## config.mk

```make
export PLATFORM = sky130hd
export DESIGN_NAME = punc_control_mc
export DESIGN_NICKNAME = d
export VERILOG_FILES = /design/src/rtl/punc_control_mc_pkg.sv /design/src/rtl/punc_mem_wait_timer.sv /design/src/rtl/punc_control_mc.sv
export SDC_FILE = /design/constraint.sdc
export NUM_CORES = 1
export LEC_CHECK = 0
export BUFFER_PORTS_ARGS = -buffer_cell sky130_fd_sc_hd__buf_4
export CAP_MARGIN = 10
export CORE_ASPECT_RATIO = 0.7
export CORE_MARGIN = 2
export CORE_UTILIZATION = 45
export CTS_BUF_LIST = sky130_fd_sc_hd__clkbuf_4 sky130_fd_sc_hd__clkbuf_8
export DETAILED_ROUTE_END_ITERATION = 8
export GPL_TIMING_DRIVEN = 1
export PLACE_DENSITY = 0.78
export REMOVE_ABC_BUFFERS = 1
export SLEW_MARGIN = 15
export SYNTH_ARGS = -nofsm -noshare
export SYNTH_HDL_FRONTEND = slang
export SYNTH_SLANG_ARGS = --single-unit
```

## constraint.sdc

```tcl
create_clock -name clk -period 2.26 [get_ports clk]
set_input_delay 0.339 -clock clk [delete_from_list [all_inputs] [get_ports clk]]
set_output_delay 0.339 -clock clk [all_outputs]
set_load 0.05 [all_outputs]
```

## src/rtl/punc_control_mc_pkg.sv

```systemverilog
// Shared encodings for the multi-cycle PUnC controller: opcodes, FSM states and
// every datapath select value driven by the control block.
package punc_control_mc_pkg;

  typedef enum logic [3:0] {
    OP_BR   = 4'b0000, OP_ADD  = 4'b0001, OP_LD   = 4'b0010, OP_ST   = 4'b0011,
    OP_JSR  = 4'b0100, OP_AND  = 4'b0101, OP_LDR  = 4'b0110, OP_STR  = 4'b0111,
    OP_RSV0 = 4'b1000, OP_NOT  = 4'b1001, OP_LDI  = 4'b1010, OP_STI  = 4'b1011,
    OP_JMP  = 4'b1100, OP_RSV1 = 4'b1101, OP_LEA  = 4'b1110, OP_HLT  = 4'b1111
  } opcode_e;

  typedef enum logic [3:0] {
    S_INIT, S_FETCH, S_DECODE, S_EXEC, S_IND, S_MEM, S_HALT, S_ERR
  } state_e;

  localparam logic [1:0] MEM_SEL_PC   = 2'd0;
  localparam logic [1:0] MEM_SEL_OFF9 = 2'd1;
  localparam logic [1:0] MEM_SEL_OFF6 = 2'd2;
  localparam logic [1:0] MEM_SEL_IND  = 2'd3;

  localparam logic       RF_WA_DR = 1'b0;
  localparam logic       RF_WA_R7 = 1'b1;

  localparam logic [1:0] RF_WD_ALU  = 2'd0;
  localparam logic [1:0] RF_WD_MEM  = 2'd1;
  localparam logic [1:0] RF_WD_PC   = 2'd2;
  localparam logic [1:0] RF_WD_OFF9 = 2'd3;

  localparam logic       RF_R_LOW   = 1'b0;
  localparam logic       RF_R_SRC   = 1'b1;

  localparam logic [1:0] PC_LD_OFF9  = 2'd0;
  localparam logic [1:0] PC_LD_OFF11 = 2'd1;
  localparam logic [1:0] PC_LD_BASE  = 2'd2;

  localparam logic       COND_ALU = 1'b0;
  localparam logic       COND_MEM = 1'b1;

  localparam logic [1:0] ALU_ADD  = 2'd0;
  localparam logic [1:0] ALU_AND  = 2'd1;
  localparam logic [1:0] ALU_NOT  = 2'd2;
  localparam logic [1:0] ALU_PASS = 2'd3;

  function automatic logic is_store(input opcode_e op);
    return (op == OP_ST) || (op == OP_STR) || (op == OP_STI);
  endfunction

  // Address used in the final data phase; indirect ops use the captured pointer.
  function automatic logic [1:0] mem_addr_for(input opcode_e op);
    case (op)
      OP_LDR, OP_STR: return MEM_SEL_OFF6;
      OP_LDI, OP_STI: return MEM_SEL_IND;
      default:        return MEM_SEL_OFF9;
    endcase
  endfunction

endpackage

```

## src/rtl/punc_mem_wait_timer.sv

```systemverilog
// Counts consecutive not-ready cycles of one memory access and flags when the
// wait budget is spent. A TIMEOUT of 0 never flags.
module punc_mem_wait_timer #(
  parameter int TIMEOUT = 64,
  parameter int CNT_W   = 7
) (
  input  logic clk,
  input  logic rst,
  input  logic clear,
  input  logic inc,
  output logic timeout
);

  logic [CNT_W-1:0] cnt;

  // NOTE: sequential state uses non-blocking assignments so every flop samples pre-edge values.
  always_ff @(posedge clk or negedge rst) begin
    if (!rst)       cnt <= '0;
    else if (clear) cnt <= '0;
    else if (inc)   cnt <= cnt + 1'b1;
  end

  assign timeout = (TIMEOUT != 0) && (cnt == CNT_W'(TIMEOUT - 1));

endmodule

```

## src/rtl/punc_control_mc.sv

```systemverilog
// Multi-cycle LC3 control FSM for PUnC with a memory ready/request handshake,
// wait timeout and sticky halt/error states.
module punc_control_mc
  import punc_control_mc_pkg::*;
#(
  parameter int IR_W    = 16,
  parameter int TIMEOUT = 64,
  parameter int CNT_W   = 7
) (
  input  logic            clk,
  input  logic            rst,
  input  logic [IR_W-1:0] ir,
  input  logic            cc_n,
  input  logic            cc_z,
  input  logic            cc_p,
  input  logic            mem_ready,
  output logic            mem_req,
  output logic            mem_w_en,
  output logic [1:0]      mem_addr_sel,
  output logic            rf_w_en,
  output logic            rf_w_addr_sel,
  output logic [1:0]      rf_w_data_sel,
  output logic            rf_r0_addr_sel,
  output logic            rf_r1_addr_sel,
  output logic            ir_ld,
  output logic            pc_ld,
  output logic            pc_clr,
  output logic            pc_inc,
  output logic [1:0]      pc_ld_data_sel,
  output logic            ind_ld,
  output logic            cond_ld,
  output logic            cond_ld_data_sel,
  output logic [1:0]      alu_sel,
  output logic            halted,
  output logic            mem_err,
  output logic            illegal_op
);

  state_e  state;
  opcode_e opcode;
  logic [2:0] nzp;
  logic jsr_long, waiting, timeout;
  logic unused_ir;

  assign opcode    = opcode_e'(ir[IR_W-1 -: 4]);
  assign nzp       = ir[IR_W-5 -: 3];
  assign jsr_long  = ir[IR_W-5];
  assign unused_ir = ^ir[IR_W-8:0];
  assign waiting   = (state == S_FETCH) || (state == S_IND) || (state == S_MEM);

  punc_mem_wait_timer #(.TIMEOUT(TIMEOUT), .CNT_W(CNT_W)) u_timer (
    .clk     (clk),
    .rst     (rst),
    .clear   (!waiting || mem_ready),
    .inc     (waiting && !mem_ready),
    .timeout (timeout)
  );

  always_ff @(posedge clk or negedge rst) begin
    if (!rst) begin
      state <= S_INIT;
    end else begin
      case (state)
        S_INIT:   state <= S_FETCH;
        S_FETCH:  if (mem_ready) state <= S_DECODE; else if (timeout) state <= S_ERR;
        S_DECODE: state <= S_EXEC;
        S_EXEC: begin
          case (opcode)
            OP_LD, OP_LDR, OP_ST, OP_STR: state <= S_MEM;
            OP_LDI, OP_STI:               state <= S_IND;
            OP_HLT:                       state <= S_HALT;
            default:                      state <= S_FETCH;
          endcase
        end
        S_IND:    if (mem_ready) state <= S_MEM;   else if (timeout) state <= S_ERR;
        S_MEM:    if (mem_ready) state <= S_FETCH; else if (timeout) state <= S_ERR;
        S_HALT:   state <= S_HALT;
        S_ERR:    state <= S_ERR;
        default:  state <= S_INIT;
      endcase
    end
  end

  // NOTE: every output gets a default before the case so no path can infer a latch.
  always_comb begin
    mem_req = 1'b0;  mem_w_en = 1'b0;  mem_addr_sel = MEM_SEL_PC;
    rf_w_en = 1'b0;  rf_w_addr_sel = RF_WA_DR;  rf_w_data_sel = RF_WD_ALU;
    rf_r0_addr_sel = RF_R_LOW;  rf_r1_addr_sel = RF_R_LOW;
    ir_ld = 1'b0;  pc_ld = 1'b0;  pc_clr = 1'b0;  pc_inc = 1'b0;
    pc_ld_data_sel = PC_LD_OFF9;  ind_ld = 1'b0;
    cond_ld = 1'b0;  cond_ld_data_sel = COND_ALU;  alu_sel = ALU_ADD;
    halted = 1'b0;  mem_err = 1'b0;  illegal_op = 1'b0;
    case (state)
      S_INIT:   pc_clr = rst;  // reset parks in INIT but must hold every output low
      S_FETCH: begin
        mem_req = 1'b1;
        ir_ld   = mem_ready;
      end
      S_DECODE: pc_inc = 1'b1;
      S_EXEC: begin
        case (opcode)
          OP_ADD, OP_AND, OP_NOT: begin
            rf_w_en = 1'b1;
            cond_ld = 1'b1;
            alu_sel = (opcode == OP_ADD) ? ALU_ADD : (opcode == OP_AND) ? ALU_AND : ALU_NOT;
          end
          OP_BR:  pc_ld = |(nzp & {cc_n, cc_z, cc_p});
          OP_JMP: begin
            pc_ld          = 1'b1;
            pc_ld_data_sel = PC_LD_BASE;
          end
          OP_JSR: begin
            // The RF write captures the current PC before the same edge reloads it.
            rf_w_en        = 1'b1;
            rf_w_addr_sel  = RF_WA_R7;
            rf_w_data_sel  = RF_WD_PC;
            pc_ld          = 1'b1;
            pc_ld_data_sel = jsr_long ? PC_LD_OFF11 : PC_LD_BASE;
          end
          OP_LEA: begin
            rf_w_en       = 1'b1;
            rf_w_data_sel = RF_WD_OFF9;
          end
          OP_RSV0, OP_RSV1: illegal_op = 1'b1;
          default: ;
        endcase
      end
      S_IND: begin
        mem_req      = 1'b1;
        mem_addr_sel = MEM_SEL_OFF9;
        ind_ld       = mem_ready;
      end
      S_MEM: begin
        mem_req      = 1'b1;
        mem_addr_sel = mem_addr_for(opcode);
        if (is_store(opcode)) begin
          rf_r1_addr_sel = RF_R_SRC;
          mem_w_en       = mem_ready;
        end else begin
          rf_w_en          = mem_ready;
          rf_w_data_sel    = RF_WD_MEM;
          cond_ld          = mem_ready;
          cond_ld_data_sel = COND_MEM;
        end
      end
      S_HALT:  halted  = 1'b1;
      S_ERR:   mem_err = 1'b1;
      default: ;
    endcase
  end

endmodule

```

==> results of run 1 <==
cells in the mapped netlist, types with 2 or more instances:
cell      number  area [um^2]
xnor2_1        2         17.5
buf_6          2         22.5
o21a_1         2         15.0
nor2_1        16         60.1
nor2b_1        4         25.0
inv_1          2         7.51
buf_4          3         22.5
nand2_1       11         41.3
o21ai_0        2         10.0
nand3_1        5         25.0
a21oi_1        5         25.0
dfrtp_1       11          275
or3_1          2         12.5
xor2_1         4         35.0
nor3_1         9         45.0
and3_1         7         43.8
nand2b_1       6         37.5
buf_2          3         15.0
and2_1         2         12.5
state kept, by name (all words and copies together), names as in the netlist:
register,count
state,4
u_timer.cnt,7
worst min-delay path by stage:
stage          start             end  cells after the start
2_1_floorplan    rst        state[0]                      0
3_3_place_gp     rst  u_timer.cnt[2]                      1
3_5_place_dp     rst  u_timer.cnt[1]                      1
4_1_cts          rst  u_timer.cnt[1]                      2
5_1_grt          rst  u_timer.cnt[3]                      2
6_report         rst  u_timer.cnt[1]                      2
cells by family (layout without fill, tap and decap cells):
| logic type | count (synthesis) | after routing |
|---|---|---|
| compound gates | 18 | 18 |
| buf+inv | 11 | 48 |
| xor+xnor | 6 | 6 |
| fa+ha+maj | 1 | 1 |
| other cells | 1 | 2 |
| flops | 11 | 11 |
| simple gates | 73 | 73 |
per-layer routing:
metal | share of wire (%) | up-vias | wire length (um) | GRT usage, %
li1 | - | 494 | - | -
met1 | 51 | 473 | 1240 | 31.2
met2 | 44 | 28 | 1070 | 23.7
met3 | 3.8 | 2 | 91 | 3.66
met4 | 0.58 | 0 | 14 | 6.22
met5 | 0 | - | 0 | 0
placed cells by master, fill, tap and decap left out, drive strengths merged, types with 2 or more instances in the layout:
master  netlist  final
xnor2         2      2
or3           2      2
a21oi         5      5
inv           2      2
and3          7      7
nor3          9      9
nand2        11     11
dfrtp        11     11
nor4bb        2      2
nand3         6      6
buf           8     41
o21ai         3      3
conb          1      2
and2          2      2
nor4          2      2
o21a          2      2
nand2b        7      7
nor2b         5      5
clkbuf        1      3
xor2          4      4
nor2         16     16
area by class of cell:
class	count	area, um^2
clock buffer	3	22.5
clock inverter	1	5.00
fill	187	808
inverter	2	7.51
multi-input combinational	100	632
sequential	11	279
tap	24	30.0
timing repair buffer	42	318
critical path, stage by stage (launching register included):
cell and delay (ns):
dfrtp_2 0.52, nor4bb_4 0.38, nand4_1 0.18, nor2b_4 0.16, o21ai_2 0.11, buf_4 0.21
power by group:
group | switching (mW) | internal (mW)
clock | 0.0680 | 0.0656
combinational | 0.0755 | 0.0528
sequential | 0.0128 | 0.203
total | 0.156 | 0.321
through the flow:
| step | hold WS, ns | power (mW) | worst slack, ns |
|---|---|---|---|
| global route | 0.464 | 0.507 | -0.0120 |
| finish | 0.462 | 0.477 | 0.0947 |
| CTS | 0.425 | 0.475 | 0.0605 |
| global placement | 0.179 | 0.339 | 0.317 |
| detailed placement | 0.181 | 0.341 | 0.306 |
| floorplan | 0.0434 | 0.287 | -0.409 |
timing repair:
item                                   in CTS  in global routing
hold buffers                                1                  0
endpoints found under the hold margin      11                  0
setup buffers                               0                  4
gates cloned                                0                  0
setup endpoints to repair                   1                  2
gates resized for setup                     1                  2
pin swaps                                   0                  1
==> metrics.yaml, run 1 <==
global_route:
  overflow: 0
  antenna_found_initial: 0
  grt_max_degree: 16
  grt_pass1_vias: 791
  grt_use_total_pct: 18.9
  grt_pass1_wl_mm: 3.73
worst_setup_path:
  r2r_slack_ns: 0.77
  end_kind: "primary output"
  cp.arrival_ns: 1.83
  critical_path_required_ns: 1.92
  worstRegToRegCells: 5
  endpoint: "rf_w_data_sel[0]"
  rr_startpoint: "u_timer.cnt[0]"
  crit_type: "flop to primary output"
  crit_fanout: 15
  crit_path_start: "state[0]"
  r2r_end: "state[2]"
  startpoint_type: "flop"
floorplan:
  die_height_um: 42.9
  rows: 14
  design.die.area_um2: 2560
  dieWidth_um: 59.6
  coreArea_um2: 2100
  io_pins: 46
  start_util_pct: 46.4
clock_network:
  tritoncts_num_sinks: 11
  cts_root_buffer: "clkbuf_4"
  clock_latency_ns: 0.28
  cts_tree: "built"
  htreeDepth: 1
  cts_buffers: 3
  clkTransAtPathRegs_ns: 0.08
  cts_max_path_buffers: 2
synth:
  yosysSeqAreaShare_pct: 28.2
  synth-simple-area-share_pct: 44.4
  synth_edf_count: 0
  ys.flop_type: "dfrtp_1"
  synth_fa_ha_area_share_pct: 1.28
  synthCells: 121
  ys_warn_count: 0
  synth_mux_area_share_pct: 0
  ys_types: 42
  avgSynthCellArea_um2: 8.06
  synth.ff_latch_count: 11
  synth_top_family_by_area: "simple AND/OR/NAND/NOR gates"
  async_reset_ff_share_pct: 100
  synth_compound_area_share_pct: 13.0
  synth_xor_area_share_pct: 5.39
  netlist_area_um2: 975
routing:
  dr.pass1.iters: 4
  drc_errors: 0
  ant_nets: 0
  drt_iter0_drc: 58
  vias: 997
  routed_wl_mm: 2.42
  vias_per_cell: 5.45
  wl_per_cell_um: 13.2
timing:
  setup_tns_ns: 0
  finalSetupViolations: 0
  max_freq_mhz: 462
  timing.final.crit_share_pct: 95.8
  slew_violations: 0
  skew_ns: 0.0111
  post-route-min-period_ns: 2.17
  hold_violations: 0
cells_and_area:
  stdcell_count: 183
  nets: 183
  fin_area_um2: 1290
  drive_above_1_share_pct: 35.2
  diodes: 0
  finish.utilization_pct: 61.5
  area_delta_synth_final_pct: 32.7
power:
  p_per_area_nw_per_um2: 369
  p_leak_nw: 0.596
  ir_drop_uv: 342
placement:
  dp_hpwl_mm: 1.73
  post-place-cells: 174
  detailed_place.area_um2: 1220
  gp_congestion: 0.820
  numPortBuffers: 35
status:
  status: "finished, final reports clean"
flow_run:
  drv_cap: 0
hold_path:
  hold_path.class: "primary input to asynchronous set/reset pin"
Note: power is estimated with default switching activity, not from simulation.
==> run 2, diff against run 1 <==
--- a/config.mk
+++ b/config.mk
@@ -7,7 +7,7 @@
 export LEC_CHECK = 0
 export BUFFER_PORTS_ARGS = -buffer_cell sky130_fd_sc_hd__buf_4
 export CAP_MARGIN = 10
-export CORE_ASPECT_RATIO = 0.7
+export CORE_ASPECT_RATIO = 0.75
 export CORE_MARGIN = 2
 export CORE_UTILIZATION = 45
 export CTS_BUF_LIST = sky130_fd_sc_hd__clkbuf_4 sky130_fd_sc_hd__clkbuf_8
==> metrics.yaml, run 2 (synthesis gave the netlist of run 1 again) <==
placement:
  detailed_place.area_um2: 1230  # +0.61%
  numPortBuffers: 35  # unchanged
  pre_cts_ws_ns: 0.341  # +0.0351 ns
  gp_congestion: 0.782  # -4.6%
  dp_hpwl_mm: 1.82  # +5.0%
cells_and_area:
  top_register: "u_timer.cnt"
  nets: 183  # unchanged
  largest_register_ffs: 7  # unchanged
  layout_commonest_cell: "buf_4"
  diodes: 0  # unchanged
  fillCellCount: 189  # +1.1%
  top_regs: "u_timer.cnt (7), state (4)"
  regArea_um2: 278  # -0.45%
  fin_area_um2: 1290  # about the same
  drive_above_1_share_pct: 34.6  # -0.63 points
  layout_common_cells: "41 x buf_4, 16 x nor2_1, 11 x nand2_1"
  multi_input_area_um2: 632  # unchanged
  area_delta_synth_final_pct: 32.9  # about the same
routing:
  routed_wl_mm: 2.44  # +0.66%
  wl_per_cell_um: 13.3  # +0.66%
  ant_nets: 0  # unchanged
  vias_per_cell: 5.57  # +2.3%
  drc_errors: 0  # unchanged
  vias: 1020  # +2.3%
  dr.pass1.iters: 4  # unchanged
  drt_iter0_drc: 47  # -19%
global_route:
  grt_max_degree: 16  # unchanged
  overflow: 0  # unchanged
  grt_pass1_vias: 805  # +1.8%
  grt_pass1_wl_mm: 3.62  # -3.0%
  antenna_found_initial: 0  # unchanged
  grt_use_total_pct: 18.5  # -0.43 points
timing:
  slew_violations: 0  # unchanged
  hold_violations: 0  # unchanged
  finalSetupViolations: 0  # unchanged
  max_freq_mhz: 466  # +0.92%
  fin_ws_ns: 0.115  # +0.0198 ns
  timing.final.crit_share_pct: 94.9  # -0.88 points
  post-route-min-period_ns: 2.15  # -0.0198 ns
  skew_ns: 0.00125  # -0.00980 ns
clock_network:
  clkTransAtPathRegs_ns: 0.07  # about the same
  htreeDepth: 1  # unchanged
  clock_latency_ns: 0.27  # about the same
  cts_buffers: 3  # unchanged
  cts_root_buffer: "clkbuf_4"
  cts_tree: "built"
  tritoncts_num_sinks: 11  # unchanged
  cts_max_path_buffers: 2  # unchanged
worst_setup_path:
  cp.arrival_ns: 1.81  # -0.02 ns
  startpoint_type: "flop"
  critical_path_required_ns: 1.92  # about the same
  crit_type: "flop to primary output"
  slowest_stage: "dfrtp_2"
  path_cells: "nor4bb_4, nand4_1, nor2b_4, o21ai_2, buf_4"
  crit_fanout: 6  # -9
  max_stage_delay_ns: 0.47  # -0.05 ns
  end_kind: "primary output"
floorplan:
  io_pins: 46  # unchanged
  coreArea_um2: 2030  # -3.3%
  start_util_pct: 48.0  # +1.6 points
  die_height_um: 44.3  # +3.2%
  design.die.area_um2: 2560  # about the same
  dieWidth_um: 57.7  # -3.2%
  rows: 14  # unchanged
power:
  finalPower_mw: 0.492  # +3.2%
  p_per_area_nw_per_um2: 380  # +3.1%
  p_leak_nw: 0.598  # +0.29%
  ir_drop_uv: 362  # +5.9%
status:
  status: "finished, final reports clean"
flow_run:
  drv_cap: 0  # unchanged
hold_path:
  hold_path.class: "primary input to asynchronous set/reset pin"
-- run 2: changes by cell type in the layout (fill, tap and decap cells not counted), sizes merged --
cell / change
clkinv: -1
clkbuf: +1
-- run 2: area by class of cell --
| type | count | area share, % |
|---|---|---|
| clock buffer | 4 | 2.32 |
| tap | 24 | 2.32 |
| sequential | 11 | 21.4 |
| timing repair buffer | 42 | 24.5 |
| multi-input combinational | 100 | 48.8 |
| inverter | 2 | 0.580 |
-- run 2: path summary, 6_finish.rpt --
kind,start,to,slack [ns],cells past startpoint
setup / recovery,state[2],rf_w_data_sel[0],0.11,5
hold / removal,rst,u_timer.cnt[3],0.42,2
setup reg to reg,state[1],state[1],0.67,5
hold reg to reg,u_timer.cnt[0],u_timer.cnt[0],0.47,1
max in group asynchronous,rst,state[0],1.67,2
min in group clk,mem_ready,state[2],0.44,4
-- run 2: critical path, delay by kind of cell, from the launching register on --
kind            cells  cell delay (ns)
simple gates        3             0.73
flops               1             0.47
buf+inv             1             0.21
compound gates      1             0.12
-- run 2: power by group --
| part | switching [mW] | total (mW) | internal (mW) |
|---|---|---|---|
| Clock | 0.0659 | 0.146 | 0.0805 |
| Sequential | 0.0111 | 0.214 | 0.203 |
| Combinational | 0.0780 | 0.132 | 0.0544 |
| Total | 0.155 | 0.492 | 0.337 |
-- run 2: stage by stage --
stage	std cells	hold WS, ns	util, %	TNS, ns
CTS	180	0.421	62.5	0
global placement	175	0.178	60.5	0
global route	183	0.429	63.7	-0.00132
floorplan	113	0.0434	-	-1.56
detailed placement	175	0.181	60.5	0
finish	183	0.422	63.7	0
-- run 2: what timing repair did --
item | 4_1_cts | 5_1_grt
setup endpoints to repair | 0 | 6
buffers inserted | 0 | 3
resized for setup | 0 | 2
hold buffers | 1 | 0
hold endpoints to repair | 11 | 0
-- run 2: metal layers --
layer	global-route usage (%)	routed length (um)
met1	25.4	1130
met4	6.98	25
met2	29.3	1150
met3	3.51	130
met5	0	0
